File: src/rtl/digit_serial_adder_pkg.sv
// rtl/digit_serial_adder_pkg.sv - shared state encoding and sizing helpers for the digit-serial adder
package digit_serial_adder_pkg;

  typedef enum logic [1:0] {
    ST_IDLE = 2'd0,
    ST_RUN  = 2'd1,
    ST_DONE = 2'd2
  } state_e;

  // Digit counter width; a single digit still needs one counter bit.
  function automatic int cnt_width(input int ndig);
    return (ndig > 1) ? $clog2(ndig) : 1;
  endfunction

endpackage

File: src/rtl/digit_serial_adder_digit_adder.sv
// rtl/digit_serial_adder_digit_adder.sv - combinational DIGIT-bit ripple stage built from full-adder cells
module digit_adder #(
  parameter int DIGIT = 2
) (
  input  logic [DIGIT-1:0] i_a,
  input  logic [DIGIT-1:0] i_b,
  input  logic             i_cin,
  output logic [DIGIT-1:0] o_sum,
  output logic             o_cout,
  output logic             o_cmsb
);

  logic [DIGIT:0] carry;

  assign carry[0] = i_cin;

  for (genvar i = 0; i < DIGIT; i++) begin : g_fa
    assign o_sum[i]     = i_a[i] ^ i_b[i] ^ carry[i];
    assign carry[i+1]   = (i_a[i] & i_b[i]) | (carry[i] & (i_a[i] ^ i_b[i]));
  end

  // Carry into the top bit feeds signed overflow on the final digit.
  assign o_cout = carry[DIGIT];
  assign o_cmsb = carry[DIGIT-1];

endmodule

File: src/rtl/digit_serial_adder.sv
// rtl/digit_serial_adder.sv - multi-cycle add/subtract unit processing DIGIT bits per clock, LSB first
module digit_serial_adder
  import digit_serial_adder_pkg::*;
#(
  parameter int WIDTH = 8,
  parameter int DIGIT = 2
) (
  input  logic             i_clk,
  input  logic             i_rst_n,
  input  logic             i_valid,
  output logic             o_ready,
  input  logic [WIDTH-1:0] i_add_term1,
  input  logic [WIDTH-1:0] i_add_term2,
  input  logic             i_sub,
  output logic             o_valid,
  input  logic             i_ready,
  output logic [WIDTH:0]   o_result,
  output logic             o_overflow
);

  localparam int NDIG = WIDTH / DIGIT;
  localparam int CW   = cnt_width(NDIG);

  if (DIGIT < 1 || DIGIT > WIDTH || (WIDTH % DIGIT) != 0) begin : g_bad_params
    $error("digit_serial_adder: WIDTH must be a multiple of DIGIT with 1 <= DIGIT <= WIDTH");
  end

  state_e           state_q;
  logic [WIDTH-1:0] a_q;
  logic [WIDTH-1:0] b_q;
  logic             sub_q;
  logic             carry_q;
  logic             valid_q;
  logic             ovf_q;
  logic [CW-1:0]    cnt_q;
  logic [CW-1:0]    cnt_d;
  logic [WIDTH:0]   result_q;

  logic [DIGIT-1:0] dig_a;
  logic [DIGIT-1:0] dig_b;
  logic [DIGIT-1:0] dig_sum;
  logic             dig_cout;
  logic             dig_cmsb;
  logic             last_digit;

  assign dig_a      = a_q[int'(cnt_q)*DIGIT +: DIGIT];
  assign dig_b      = b_q[int'(cnt_q)*DIGIT +: DIGIT];
  assign last_digit = (cnt_q == CW'(NDIG - 1));
  assign cnt_d      = cnt_q + 1'b1;

  digit_adder #(
    .DIGIT (DIGIT)
  ) u_digit_adder (
    .i_a    (dig_a),
    .i_b    (dig_b),
    .i_cin  (carry_q),
    .o_sum  (dig_sum),
    .o_cout (dig_cout),
    .o_cmsb (dig_cmsb)
  );

  always_ff @(posedge i_clk or negedge i_rst_n) begin
    if (!i_rst_n) begin
      state_q  <= ST_IDLE;
      a_q      <= '0;
      b_q      <= '0;
      sub_q    <= 1'b0;
      carry_q  <= 1'b0;
      cnt_q    <= '0;
      result_q <= '0;
      ovf_q    <= 1'b0;
      valid_q  <= 1'b0;
    end else begin
      case (state_q)
        ST_IDLE: begin
          if (i_valid) begin
            // Subtraction runs as A + ~B + 1: invert B here, seed the carry with 1.
            a_q      <= i_add_term1;
            b_q      <= i_sub ? ~i_add_term2 : i_add_term2;
            sub_q    <= i_sub;
            carry_q  <= i_sub;
            cnt_q    <= '0;
            result_q <= '0;
            ovf_q    <= 1'b0;
            state_q  <= ST_RUN;
          end
        end
        ST_RUN: begin
          result_q[int'(cnt_q)*DIGIT +: DIGIT] <= dig_sum;
          carry_q <= dig_cout;
          if (last_digit) begin
            result_q[WIDTH] <= dig_cout ^ sub_q;
            ovf_q           <= dig_cmsb ^ dig_cout;
            valid_q         <= 1'b1;
            state_q         <= ST_DONE;
          end else begin
            cnt_q <= cnt_d;
          end
        end
        ST_DONE: begin
          if (i_ready) begin
            valid_q <= 1'b0;
            state_q <= ST_IDLE;
          end
        end
        default: begin
          valid_q <= 1'b0;
          state_q <= ST_IDLE;
        end
      endcase
    end
  end

  assign o_ready    = (state_q == ST_IDLE);
  assign o_valid    = valid_q;
  assign o_result   = result_q;
  assign o_overflow = ovf_q;

endmodule

File: config.mk
export PLATFORM = sky130hd
export DESIGN_NAME = digit_serial_adder
export DESIGN_NICKNAME = d
export VERILOG_FILES = /design/src/rtl/digit_serial_adder_pkg.sv /design/src/rtl/digit_serial_adder_digit_adder.sv /design/src/rtl/digit_serial_adder.sv
export SDC_FILE = /design/constraint.sdc
export NUM_CORES = 1
export LEC_CHECK = 0
export ABC_AREA = 1
export BUFFER_PORTS_ARGS = -buffer_cell sky130_fd_sc_hd__buf_2
export CORE_UTILIZATION = 25
export CTS_BUF_LIST = sky130_fd_sc_hd__clkbuf_16
export CTS_CLUSTER_SIZE = 24
export DETAILED_ROUTE_END_ITERATION = 10
export HOLD_SLACK_MARGIN = 0.12
export SETUP_SLACK_MARGIN = 0.4
export SLEW_MARGIN = 5
export SYNTH_ARGS = -nofsm -noshare
export SYNTH_HDL_FRONTEND = slang
export SYNTH_HIERARCHICAL = 1
export SYNTH_SLANG_ARGS = --single-unit
File: constraint.sdc
create_clock -name i_clk -period 7.2 [get_ports i_clk]
set_input_delay 0.72 -clock i_clk [delete_from_list [all_inputs] [get_ports i_clk]]
set_output_delay 0.72 -clock i_clk [all_outputs]
set_load 0.1 [all_outputs]
==> flow_summary.json, run 1 <==
{
  "synth_cell_types": 23,
  "worst_slew_pin_slew_ns": 0.7498,
  "maxCapViolations": 0,
  "overflow": 0,
  "final_cell_mix": "nand2_1, dfrtp_1, buf_2",
  "hpwl_um": 2633,
  "min_path_cells": 2,
  "start_kind": "flop",
  "postCtsSetupBuffers": 0,
  "holdBufCountCts": 0,
  "critPathCaptureType": "flop",
  "cts_tree": "yes",
  "fin_crit_sh": 0.3688,
  "row_count": 29,
  "r2r_end": "o_result[7]",
  "grt_pass1_wl_um": 6147,
  "max_freq_mhz": 376.6,
  "cts_resized": 0,
  "hold_viol": 0,
  "ys_ff_latch": 33,
  "maxSlewHeadroom": 0.5001,
  "final_common_cell": "nand2_1",
  "syn_inst": 195,
  "drt_iter0_markers": 88,
  "boundaryPins": 33,
  "synth_nets": 223,
  "final.min_clock_period_ns": 2.656,
  "clkLatencyLatePin_ns": 0.27,
  "fin_setup_tns_ns": 0,
  "finalSetupViolCount": 0,
  "ff2ff_setup_slack_ns": 4.54,
  "internal_power_mw": 0.5505,
  "drive_gt1_frac": 0.2124,
  "peakVddDrop_mv": 0.1577,
  "ys_seq_area_frac": 0.4929,
  "root_buffer": "clkbuf_16",
  "power_leakage_nw": 0.9967,
  "core_area_mm2": 0.006422,
  "antenna_cells": 0,
  "numPortBuffers": 32,
  "grt_use_total": 0.1126,
  "hold_start": "a_q[4]",
  "synthesis.area_mm2": 0.001675,
  "htreeDepth": 2,
  "cp.arrival_ns": 2.85,
  "switchingPower_mw": 0.5542,
  "fin_nets": 255,
  "dieArea_mm2": 0.007033,
  "crit_fanout": 14,
  "fill_cells": 676,
  "total_power_mw": 1.105,
  "comb_power_share": 0.531,
  "area_delta_synth_final_pct": 20.46,
  "holdCritPathClass": "flop to flop",
  "violations": "DRC",
  "gp_congestion": 0.7456,
  "die_h_um": 83.86,
  "grt_max_degree": 37,
  "clock-sinks": 33,
  "grt_pass1_vias": 1262,
  "clkPwrFrac": 0.176,
  "reg2reg_depth": 7,
  "hold_end": "a_q[4]",
  "dieWidth_um": 83.86,
  "timing.rr.start": "cnt_q[0]",
  "routed_via_density": 4.515,
  "first_pass_iters": 7,
  "final_antenna_net_count": 0,
  "routed_wl_um": 3637,
  "path_class": "flop to flop",
  "p_per_area_mw_per_mm2": 547.4,
  "yosysWarningCount": 6,
  "path_clk_slew_ns": 0.05,
  "initial_core_util": 0.2609,
  "finalMaxSlewViolations": 0,
  "p_seq_frac": 0.293,
  "cp.required_ns": 7.40,
  "drcViolationCount": 5,
  "rsz0062_at_grt": "no",
  "syn_avg_cell_area_um2": 8.592,
  "p_sw_frac": 0.5017,
  "finClkSkew_ns": 0.004595,
  "vias": 1368,
  "cts_inserted_buffers": 5,
  "outcome": "complete, but fails checks",
  "grt_antenna_before_repair": 0,
  "clk_path_buf_depth": 2,
  "detail_route.wl_per_cell_um": 12.00
}
[cell usage after synthesis]
cell,n,share of area
fa_1,2,0.024
o211ai_1,1,0.0045
nor2_4,1,0.0067
o21ai_0,8,0.024
or2_1,1,0.0037
inv_1,11,0.025
clkbuf_1,2,0.0045
dfrtp_1,33,0.49
nor3_1,1,0.0030
inv_2,4,0.0090
buf_4,2,0.0090
buf_6,1,0.0067
o22ai_1,7,0.026
nand2_2,3,0.011
o21ai_1,19,0.057
nor2_2,2,0.0075
ha_1,5,0.037
buf_2,2,0.0060
nor2_1,12,0.027
xnor2_1,9,0.047
nand3_1,17,0.051
nand2_1,51,0.11
nand4_1,1,0.0037
[through the flow]
stage / setup WS [ns] / util / hold slack [ns] / instances / instance area [um^2]
final: 4.544 / 0.3142 / 0.4800 / 303 / 2018
after global routing: 4.337 / 0.3142 / 0.5135 / 303 / 2018
after CTS: 4.544 / 0.3142 / 0.4824 / 303 / 2018
after detailed placement: 4.551 / 0.2940 / 0.4681 / 297 / 1888
after global placement: 4.694 / 0.2940 / 0.4632 / 297 / 1888
after floorplan: 4.951 / - / 0.4244 / 195 / 1675
[flip-flops by register name, summed over array words and instances, names as in the netlist]
signal / flops
b_q: 8
carry_q: 1
state_q: 2
o_overflow: 1
cnt_q: 2
a_q: 8
sub_q: 1
o_result: 9
o_valid: 1
[final cells by class]
type	instances	area, um^2	area share
Clock buffer	5	125.1	0.06200
Sequential cell	33	825.8	0.4092
Clock inverter	1	5.005	0.002480
Multi-Input combinational cell	140	749.5	0.3714
Tap cell	77	96.34	0.04774
Inverter	15	56.30	0.02790
Timing Repair Buffer	32	160.2	0.07936
[critical path: stages, from the launching register on]
cell     delay, ns
dfrtp_1       0.59
inv_1         0.30
o21ai_0       0.23
o22ai_1       0.12
fa_1          0.49
fa_1          0.56
nand3_1       0.12
o21ai_1       0.18
[how the worst max path moves through the flow]
stage                     startpoint           to  slack [ns]  cells past startpoint
final                       cnt_q[0]  o_result[7]        4.54                      7
after global routing        cnt_q[0]  o_result[7]        4.34                      7
after CTS                   cnt_q[0]  o_result[7]        4.54                      7
after detailed placement    cnt_q[0]  o_result[7]        4.55                      7
after global placement      cnt_q[0]   o_overflow        4.69                      9
after floorplan             cnt_q[0]   o_overflow        4.95                     10
[power by group through the flow]
stage	registers (mW)	logic (mW)	clock network [mW]
floorplan	0.450	0.351	0
detailed placement	0.326	0.584	0
finish	0.324	0.587	0.194
CTS	0.324	0.587	0.198
global placement	0.324	0.579	0
global route	0.334	0.654	0.210
[layer usage]
metal  up-vias  GRT usage  part of all wire
li1        696          -                 -
met1       630     0.1478              0.50
met2        32     0.1706              0.43
met3        10    0.03264             0.044
met4         0    0.05172             0.024
met5         -          0                 0
[logic make-up (layout without fill, tap and decap cells)]
| family | after synthesis | in the layout | share of synthesized area |
|---|---|---|---|
| fa+ha+maj | 7 | 7 | 0.06124 |
| buf+inv | 22 | 53 | 0.05974 |
| xor+xnor | 9 | 9 | 0.04705 |
| compound gates | 35 | 35 | 0.1113 |
| simple gates | 89 | 89 | 0.2278 |
| flops | 33 | 33 | 0.4929 |
(Power assumes the default switching activity.)
==> run 2: changes to the inputs <==
clock period = 2.2 ns   (was 7.2 ns; I/O delays follow)
==> flow_summary.json, run 2 (synthesis gave the netlist of run 1 again) <==
{
  "hold_end": "a_q[2]",
  "cts_inserted_buffers": 5,
  "max_stage_delay_ns": 0.59,
  "hpwl_um": 2819,
  "drive_gt1_frac": 0.3264,
  "start_kind": "flop",
  "dieArea_mm2": 0.007033,
  "final-instance-count-excl-fill": 316,
  "regArea_um2": 828.3,
  "grt_max_degree": 34,
  "fill_cells": 670,
  "maxCapViolations": 0,
  "gp_congestion": 0.8534,
  "boundaryPins": 33,
  "cts_tree": "yes",
  "grt_pass1_vias": 1385,
  "reg2reg_depth": 7,
  "final_cell_mix": "nand2_1, buf_2, dfrtp_1",
  "clkLatencyLatePin_ns": 0.28,
  "area_delta_synth_final_pct": 30.55,
  "outcome": "complete, but fails checks",
  "crit_slowest_cell": "fa_2",
  "clock-sinks": 33,
  "ff2ff_setup_slack_ns": 0.14,
  "finalSetupViolCount": 0,
  "clk_path_buf_depth": 2,
  "multi_input_area_um2": 815.8,
  "place_inst": 301,
  "grt_antenna_before_repair": 0,
  "fin_nets": 266,
  "grt_use_total": 0.1227,
  "worstPathCellList": "inv_4, o21ai_2, o22ai_2, fa_2, fa_2, nand3_2, o21ai_2",
  "largest_reg_flops": 9,
  "path_class": "flop to flop",
  "final_antenna_net_count": 0,
  "routed_wl_um": 3905,
  "htreeDepth": 2,
  "violations": "DRC",
  "core_area_mm2": 0.006422,
  "final_common_cell": "nand2_1",
  "max_freq_mhz": 484.5,
  "row_count": 29,
  "fin_crit_sh": 0.9381,
  "finClkSkew_ns": 0.004978,
  "dieWidth_um": 83.86,
  "drt_iter0_markers": 72,
  "r2r_end": "o_result[3]",
  "numPortBuffers": 32,
  "drcViolationCount": 2,
  "initial_core_util": 0.2609,
  "detail_route.wl_per_cell_um": 12.36,
  "routed_via_density": 4.535,
  "holdWs_ns": 0.1306,
  "maxSlewHeadroom": 0.5025,
  "timing.rr.start": "cnt_q[0]",
  "grt_pass1_wl_um": 6658,
  "die_h_um": 83.86,
  "overflow": 0,
  "crit_fanout": 8,
  "hold_viol": 0,
  "root_buffer": "clkbuf_16",
  "hold_start": "i_add_term1[2]",
  "antenna_cells": 0,
  "holdCritPathClass": "input port to flop",
  "critPathCaptureType": "flop",
  "rsz0062_at_grt": "yes",
  "cp.required_ns": 2.41,
  "cp.arrival_ns": 2.27,
  "worst_slew_pin_slew_ns": 0.7462,
  "first_pass_iters": 7,
  "vias": 1433,
  "min_path_cells": 3,
  "path_clk_slew_ns": 0.06,
  "finalMaxSlewViolations": 0,
  "final.min_clock_period_ns": 2.064
}
[run 2: what timing repair did]
item / 4_1_cts / 5_1_grt
resized for setup: 8 / 10
buffers inserted: 3 / 3
setup endpoints to repair: 7 / 11
pin swaps: 5 / 8
endpoints found under the hold margin: 33 / 0
hold buffers: 1 / 0
[run 2: how the worst max path moves through the flow]
stage / startpoint / to
2_1_floorplan: cnt_q[0] / o_result[1]
3_3_place_gp: cnt_q[0] / o_result[7]
3_5_place_dp: cnt_q[0] / o_result[7]
4_1_cts: cnt_q[0] / o_result[3]
5_1_grt: cnt_q[0] / o_result[7]
6_report: cnt_q[0] / o_result[3]
[run 2: stage by stage]
stage               instance area, um^2  setup TNS, ns  utilization  worst slack [ns]
finish                             2187              0       0.3405            0.1361
CTS                                2130              0       0.3316            0.1653
detailed placement                 1928      -0.008218       0.3002         -0.008218
floorplan                          1705              0            -            0.1164
global route                       2187              0       0.3405           0.06268
global placement                   1928              0       0.3002            0.1211
[run 2: critical path: cells and delay by family, from the launching register on]
family | cells | cell delay, ns
adders and majority gates | 2 | 0.98
DFF | 1 | 0.45
AOI/OAI and AO/OA | 3 | 0.37
and+or+nand+nor | 1 | 0.10
buffers and inverters | 1 | 0.08
[run 2: routing by layer]
| metal | vias to the layer above | GRT usage | wire [um] |
|---|---|---|---|
| li1 | 724 | - | - |
| met1 | 662 | 0.1565 | 1837 |
| met2 | 38 | 0.1863 | 1755 |
| met3 | 9 | 0.03561 | 211 |
| met4 | 0 | 0.06740 | 101 |
| met5 | - | 0 | 0 |
[run 2: cell type report]
| class | count | share of cell area |
|---|---|---|
| clock buffers | 5 | 0.05721 |
| clock inverters | 3 | 0.008009 |
| multi-input cells | 140 | 0.3730 |
| repair buffers | 43 | 0.1121 |
| inverters | 15 | 0.02689 |
| well taps | 77 | 0.04405 |
| flip-flops and latches | 33 | 0.3787 |
Power of run 2 is not shown: default switching activity piles up to over one toggle a cycle in this logic, so the estimate is an artifact.
